<file path="src/rtl/pipe_int_mul_pkg.sv">
// Shared constants and types for the pipelined integer multiplier response path.
// The optional same-cycle bypass is selected with PIPEINTMUL_RESP_BYPASS_EN.
package pipe_int_mul_pkg;

   localparam int PIM_DATA_W = 64;
   localparam int PIM_DEPTH  = 4;

   // Occupancy and credit counters must hold the value DEPTH itself.
   function automatic int pim_cnt_w(input int depth);
      return $clog2(depth) + 1;
   endfunction

   localparam int PIM_CNT_W = pim_cnt_w(PIM_DEPTH);

   typedef logic [PIM_DATA_W-1:0] product_t;

endpackage

</file>
<file path="src/rtl/pipe_int_mul_resp_fifo_mem.sv">
// Response queue storage: DEPTH x DATA_W register array,
// one synchronous write port and one asynchronous read port.
module pipe_int_mul_resp_fifo_mem
   import pipe_int_mul_pkg::*;
#(
   parameter int DATA_W = PIM_DATA_W,
   parameter int DEPTH  = PIM_DEPTH,
   localparam int AW    = $clog2(DEPTH)
) (
   input  logic              clk,
   input  logic              we_i,
   input  logic [AW-1:0]     waddr_i,
   input  logic [DATA_W-1:0] wdata_i,
   input  logic [AW-1:0]     raddr_i,
   output logic [DATA_W-1:0] rdata_o
);

   logic [DATA_W-1:0] mem_q [DEPTH];

   // Data words need no reset: the read side is qualified by occupancy.
   always_ff @(posedge clk) begin
      if (we_i) begin
         mem_q[waddr_i] <= wdata_i;
      end
   end

   assign rdata_o = mem_q[raddr_i];

endmodule

</file>
<file path="src/rtl/pipe_int_mul_resp_queue.sv">
// Response queue and issue-credit tracker behind the multiplier commit point.
// Define PIPEINTMUL_RESP_BYPASS_EN for a zero-latency path when the queue is empty.
module pipe_int_mul_resp_queue
   import pipe_int_mul_pkg::*;
#(
   parameter int DATA_W = PIM_DATA_W,
   parameter int DEPTH  = PIM_DEPTH,
   parameter int CNT_W  = pim_cnt_w(DEPTH)
) (
   input  logic              clk,
   input  logic              reset,
   input  logic              issue,
   output logic              issue_ok,
   input  logic              commit,
   input  logic [DATA_W-1:0] commit_data,
   output logic              resp_val,
   input  logic              resp_rdy,
   output logic [DATA_W-1:0] resp_data,
   output logic [CNT_W-1:0]  count,
   output logic              ovf_err
);

   localparam int AW = $clog2(DEPTH);

   logic [AW-1:0]     wr_ptr_q, wr_ptr_d;
   logic [AW-1:0]     rd_ptr_q, rd_ptr_d;
   logic [CNT_W-1:0]  count_q, count_d;
   logic [CNT_W-1:0]  outstanding_q, outstanding_d;
   logic              ovf_err_q, ovf_err_d;

   logic              empty_s, full_s, bypass_s;
   logic              deq_s, deq_mem_s, enq_s, issue_acc_s;
   logic [DATA_W-1:0] rd_data_s;

   pipe_int_mul_resp_fifo_mem #(
      .DATA_W (DATA_W),
      .DEPTH  (DEPTH)
   ) u_mem (
      .clk     (clk),
      .we_i    (enq_s),
      .waddr_i (wr_ptr_q),
      .wdata_i (commit_data),
      .raddr_i (rd_ptr_q),
      .rdata_o (rd_data_s)
   );

   always_comb begin
      empty_s = (count_q == '0);
      full_s  = (count_q == CNT_W'(DEPTH));
`ifdef PIPEINTMUL_RESP_BYPASS_EN
      bypass_s = empty_s & commit;
`else
      bypass_s = 1'b0;
`endif
      resp_val = bypass_s | ~empty_s;
      if (bypass_s) begin
         resp_data = commit_data;
      end else if (!empty_s) begin
         resp_data = rd_data_s;
      end else begin
         resp_data = '0;
      end

      deq_s       = resp_val & resp_rdy;
      // A bypassed product that is accepted never touches storage.
      deq_mem_s   = deq_s & ~bypass_s;
      enq_s       = commit & ~(bypass_s & resp_rdy) & (~full_s | deq_mem_s);
      issue_ok    = (outstanding_q < CNT_W'(DEPTH));
      issue_acc_s = issue & issue_ok;

      count_d       = count_q + CNT_W'(enq_s) - CNT_W'(deq_mem_s);
      outstanding_d = outstanding_q + CNT_W'(issue_acc_s) - CNT_W'(deq_s);
      wr_ptr_d      = enq_s     ? wr_ptr_q + AW'(1'b1) : wr_ptr_q;
      rd_ptr_d      = deq_mem_s ? rd_ptr_q + AW'(1'b1) : rd_ptr_q;
      ovf_err_d     = ovf_err_q | (commit & full_s & ~deq_mem_s);
   end

   always_ff @(posedge clk) begin
      if (reset) begin
         wr_ptr_q      <= '0;
         rd_ptr_q      <= '0;
         count_q       <= '0;
         outstanding_q <= '0;
         ovf_err_q     <= 1'b0;
      end else begin
         wr_ptr_q      <= wr_ptr_d;
         rd_ptr_q      <= rd_ptr_d;
         count_q       <= count_d;
         outstanding_q <= outstanding_d;
         ovf_err_q     <= ovf_err_d;
      end
   end

   assign count   = count_q;
   assign ovf_err = ovf_err_q;

endmodule
</file>
<file path="config.mk">
export PLATFORM = sky130hd
export DESIGN_NAME = pipe_int_mul_resp_queue
export DESIGN_NICKNAME = d
export VERILOG_FILES = /design/src/rtl/pipe_int_mul_pkg.sv /design/src/rtl/pipe_int_mul_resp_fifo_mem.sv /design/src/rtl/pipe_int_mul_resp_queue.sv
export SDC_FILE = /design/constraint.sdc
export NUM_CORES = 1
export LEC_CHECK = 0
export ABC_AREA = 0
export CORE_MARGIN = 3
export CORE_UTILIZATION = 59
export DETAILED_ROUTE_END_ITERATION = 6
export PLACE_DENSITY = 0.86
export SLEW_MARGIN = 10
export SYNTH_ARGS = -nofsm -noshare
export SYNTH_HDL_FRONTEND = slang
export SYNTH_HIERARCHICAL = 1
export SYNTH_SLANG_ARGS = --single-unit
</file>
<file path="constraint.sdc">
create_clock -name clk -period 10.9 [get_ports clk]
set_input_delay 1.09 -clock clk [delete_from_list [all_inputs] [get_ports clk]]
set_output_delay 1.09 -clock clk [all_outputs]
set_load 0.01 [all_outputs]
</file>
==> impl_metrics.yaml, run 1 <==
die:
  fp-row-count: 47
  initial_core_util_pct: 61.33
  die_w_um: 138.5
  coreArea_sq_mm: 0.01688
  pin_count: 139
  die_h_um: 138.5
  dieArea_sq_mm: 0.01917
synthesis:
  yosysTopAreaCellShare_pct: 74.27
  synth_cells: 465
  syn_nets: 540
  synth_area_leaders: "edfxtp_1, mux4_2, and2_1"
  synth.cell_area_sq_mm: 0.01035
  seq_area_frac_synth_pct: 76.39
  synth_seq_cells: 267
  yosys.area.top_type: "edfxtp_1"
  synth_cell_types: 29
  yosys_warnings: 6
  syn_area_per_cell_sq_um: 22.26
cells_and_area:
  regArea_sq_mm: 0.007915
  final_common_cell: "edfxtp_1"
  drive_gt1_share_pct: 16.98
  fin_util_pct: 74.60
  final_cell_mix: "edfxtp_1, clkdlybuf4s50_1, and2_1, mux4_2, clkbuf_16"
  nets: 686
  fill_cells: 928
  area_growth_pct: 21.64
  final_area_sq_mm: 0.01259
  multiInputGateArea_sq_mm: 0.002191
route:
  post_drt_via_cell_ratio: 5.691
  routedWlPerCell_um: 21.99
  drtAntennaViolNets: 0
  drt-pass1-iter-count: 4
  drtIter0Drc: 351
  route.detailed.drc: 0
  wirelength_um: 18720
  via_count: 4843
clock_network:
  postCtsResizedCells: 0
  cts_tree: "yes"
  cts_root_buffer: "clkbuf_16"
  clock_sinks: 267
  cts_buffer_depth: 3
  post_cts_buffers: 0
  clk_pin_slew_worst_paths_ps: 60
  clock_latency_ps: 510
  h-tree-depth: 1
  cts_buffers: 25
  ctsHoldBuffers: 0
global_routing:
  use_met1_pct: 26.14
  grt_max_degree: 66
  met3_usage_pct: 4.213
  met2_usage_pct: 33.43
  antenna_found_initial: 2
  grt_pass1_vias: 5173
  globalRoute.busiestLayer: "met2"
  overflow: 0
  grt_pass1_wl_um: 29360
  grt_usage_pct: 19.60
power:
  vdd_ir_drop_max_mv: 0.2538
  p_leak_nw: 4.049
  p_total_w: 0.002956
  powerDensity_mw_per_mm2: 234.7
sta:
  worstMarginPinSlew_ps: 1183
  fin_crit_ps: 4311
  period_share_pct: 39.55
  final_max_slew_viol_count: 0
  fmax_mhz: 232.0
  setup_viol: 0
  slew_headroom_pct: 21.12
  hold_violations: 0
  tns_ps: 0
  rsz0062_at_grt: "no"
  clock_skew_ps: 18.37
placed_design:
  place_area_sq_mm: 0.01182
  portBuffers: 138
  place.gp.congestion: 0.7440
  hpwl_um: 10450
critical_path:
  cp_max_fo: 55
  cp_data_required_time_ps: 9810
  endpoint_kind: "output pin"
  critical_path_class: "register to output pin"
  critPathLaunchType: "register"
  cp_data_arrival_time_ps: 3220
status:
  status: "finished clean"
run:
  drv_cap: 0
worst_hold_path:
  min_path_type: "register to register"
==> cells in the mapped netlist <==
cell type,instances
dfxtp_1,11
or3_1,2
mux4_1,4
and2_1,65
nor2_1,7
xor2_1,3
nor3_1,1
buf_6,7
nor3b_1,1
inv_1,8
clkbuf_1,2
nor2b_1,5
mux2_4,1
fa_1,2
and3b_1,2
o21ai_0,1
edfxtp_1,256
buf_12,6
o311ai_0,1
buf_2,6
o31ai_1,1
ha_1,4
a21oi_1,2
mux4_2,60
nor4b_2,1
xnor2_1,2
and3_1,1
nand2_1,2
clkbuf_2,1
==> logic make-up (layout without fill, tap and decap cells) <==
family	count (synthesis)	in the layout	synth area share, %
mux	65	65	14.21
flops	267	267	76.39
simple gates	87	87	5.174
compound gates	5	5	0.3022
buf+inv	30	195	2.623
xor+xnor	5	5	0.4231
other cells	0	1	0
fa+ha+maj	6	6	0.8703
==> worst max-delay path: stages, from the launching register on <==
cell             delay, ps
dfxtp_4                480
buf_4                  860
mux4_2                 630
and2_1                 180
clkdlybuf4s50_1        480
==> final cells by class <==
type	count	share of cell area [%]
Clock inverter	19	1.113
Antenna cell	1	0.01987
Clock buffer	27	5.028
Tap cell	220	2.186
Multi-Input combinational cell	168	17.40
Inverter	8	0.2385
Timing Repair Buffer	141	11.15
Sequential cell	267	62.86
==> worst paths after layout <==
| check | startpoint | endpoint | slack [ps] | cells past startpoint |
|---|---|---|---|---|
| worst max-delay path | rd_ptr_q[0]$_SDFFE_PP0N_ | resp_data[27] | 6590 | 4 |
| worst min-delay path | ovf_err$_SDFF_PP0_ | ovf_err$_SDFF_PP0_ | 500 | 2 |
| worst max register to register | count[1]$_SDFF_PP0_ | count[2]$_SDFF_PP0_ | 8350 | 11 |
| worst min register to register | ovf_err$_SDFF_PP0_ | ovf_err$_SDFF_PP0_ | 500 | 2 |
==> per-layer routing <==
metal	up-vias	share of wire [%]
met5	-	0.069
met1	2498	40
met4	2	2.1
met3	30	5.8
li1	2163	-
met2	150	52
==> power by group <==
group,leakage (nW),switching (W),internal (W)
registers,2.44,0.0000550,0.00122
clock network,0.381,0.000347,0.000466
logic,1.23,0.000367,0.000500
total,4.05,0.000769,0.00219
==> flip-flops by register name, indices dropped and copies added, names as in the netlist <==
signal,count
wr_ptr_q,2
ovf_err,1
count,3
u_mem/mem_q,256
rd_ptr_q,2
outstanding_q,3
==> stage by stage <==
stage / hold WS, ps / worst slack [ps] / std cells
2_1_floorplan: 478.2 / 4194 / 465
3_3_place_gp: 458.4 / 7058 / 804
3_5_place_dp: 490.1 / 7070 / 804
4_1_cts: 509.5 / 6501 / 850
5_1_grt: 535.3 / 6329 / 851
6_report: 497.5 / 6589 / 851
Power figures use the tool's default switching activity.
==> run 2: changes to the inputs <==
- CORE_UTILIZATION: 59 -> 49
- PLACE_DENSITY: 0.86 -> 0.76
- clock period: 10.9 -> 3.8 ns (I/O delays scaled with it)
==> run 2 against run 1 <==
Effect of this change: sequential power increased to 2.9 times the previous value; hold slack got worse by 1.8 ps; register-to-register slack got worse by 7100 ps; largest cell class unchanged; die area increased by 19%.
==> impl_metrics.yaml, run 2 (same netlist as run 1, synthesis figures left out) <==
sta:
  worstMarginPinSlew_ps: 1047
  clock_skew_ps: 12.10
  tns_ps: 0
  period_share_pct: 82.22
  final_max_slew_viol_count: 0
  slew_headroom_pct: 30.18
  fin_ws_ps: 675.5
  fmax_mhz: 320.1
  hold_violations: 0
  finalHoldWorstSlack_ps: 495.7
  setup_viol: 0
  rsz0062_at_grt: "no"
  fin_crit_ps: 3124
critical_path:
  endpoint_kind: "output pin"
  critical_path_class: "register to output pin"
  cp_data_arrival_time_ps: 2740
  crit_slowest_cell: "or3_2"
  crit_chain: "or3_2 -> and2_1 -> clkdlybuf4s50_1"
  cp_max_fo: 65
  critPathMaxStageDelay_ps: 900
  cp_data_required_time_ps: 3420
  critPathLaunchType: "register"
clock_network:
  ctsHoldBuffers: 0
  cts_buffer_depth: 3
  cts_root_buffer: "clkbuf_16"
  clk_pin_slew_worst_paths_ps: 60
  clock_sinks: 267
  clock_latency_ps: 510
  h-tree-depth: 1
  cts_tree: "yes"
  postCtsResizedCells: 0
  post_cts_buffers: 0
  cts_buffers: 26
cells_and_area:
  final_cell_mix: "edfxtp_1, clkdlybuf4s50_1, and2_1, mux4_2, clkbuf_16"
  top_register: "u_mem/mem_q"
  final_common_cell: "edfxtp_1"
  nets: 691
  largest_reg_flops: 256
  antennaDiodeCount: 0
  fin_util_pct: 62.27
  area_growth_pct: 23.29
  drive_gt1_share_pct: 16.90
global_routing:
  grt_max_degree: 66
  antenna_found_initial: 1
  grt_pass1_wl_um: 28550
  grt_pass1_vias: 5326
  overflow: 0
  grt_usage_pct: 16.22
route:
  drt-pass1-iter-count: 4
  drtIter0Drc: 303
  wirelength_um: 18410
  post_drt_via_cell_ratio: 5.381
  drtAntennaViolNets: 0
  routedWlPerCell_um: 20.38
  via_count: 4859
  route.detailed.drc: 0
power:
  powerDensity_mw_per_mm2: 669.3
  p_leak_nw: 4.089
  vdd_ir_drop_max_mv: 0.8439
placed_design:
  place.gp.congestion: 0.7802
  pre_cts_ws_ps: 840.4
  portBuffers: 138
  hpwl_um: 10690
die:
  fp-row-count: 52
  die_w_um: 151.3
  initial_core_util_pct: 50.51
  coreArea_sq_mm: 0.02049
  die_h_um: 151.3
  pin_count: 139
  dieArea_sq_mm: 0.02291
worst_hold_path:
  min_path_type: "input port to register"
status:
  status: "finished clean"
run:
  drv_cap: 0
-- run 2: per-stage QoR --
stage | total power, W | instance area (sq um) | std cells
after floorplan | 0.005263 | 10360 | 465
after global placement | 0.006218 | 11960 | 858
after detailed placement | 0.006261 | 11960 | 858
after CTS | 0.008690 | 12760 | 903
after global routing | 0.008979 | 12760 | 903
final | 0.008542 | 12760 | 903
-- run 2: area by class of cell --
class,instances,area [sq um]
Inverter,8,30.03
Clock inverter,8,85.08
Timing Repair Buffer,145,1484
Fill cell,1433,7732
Sequential cell,267,7915
Multi-Input combinational cell,168,2197
Clock buffer,37,713.2
Tap cell,270,337.8
-- run 2: path summary, 6_finish.rpt --
kind | startpoint | to | slack, ps | cells past startpoint
setup reg to reg | count[1]$_SDFF_PP0_ | count[2]$_SDFF_PP0_ | 1220 | 11
hold reg to reg | ovf_err$_SDFF_PP0_ | ovf_err$_SDFF_PP0_ | 500 | 2
setup / recovery | count[1]$_SDFF_PP0_ | resp_data[3] | 680 | 3
hold / removal | commit_data[45] | u_mem/mem_q[1][45]$_DFFE_PP_ | 500 | 1
-- run 2: power by group --
group          internal, W  switching [W]  leakage [nW]
clock              0.00143       0.000965         0.387
combinational      0.00146        0.00105          1.26
sequential         0.00350       0.000144          2.44
total              0.00639        0.00216          4.09
-- run 2: metal layers --
metal  track usage, %  vias to the layer above  wire length, um
li1                 -                     2177                -
met3            3.830                       27             1089
met2            28.21                      122             9538
met4            4.080                        2              295
met5                0                        -               13
met1            20.73                     2531             7468
-- run 2: worst max-delay path: cells and delay by family (launching register included) --
family	cells	cell delay (ps)
buf+inv	1	480
flops	1	400
simple gates	2	1270
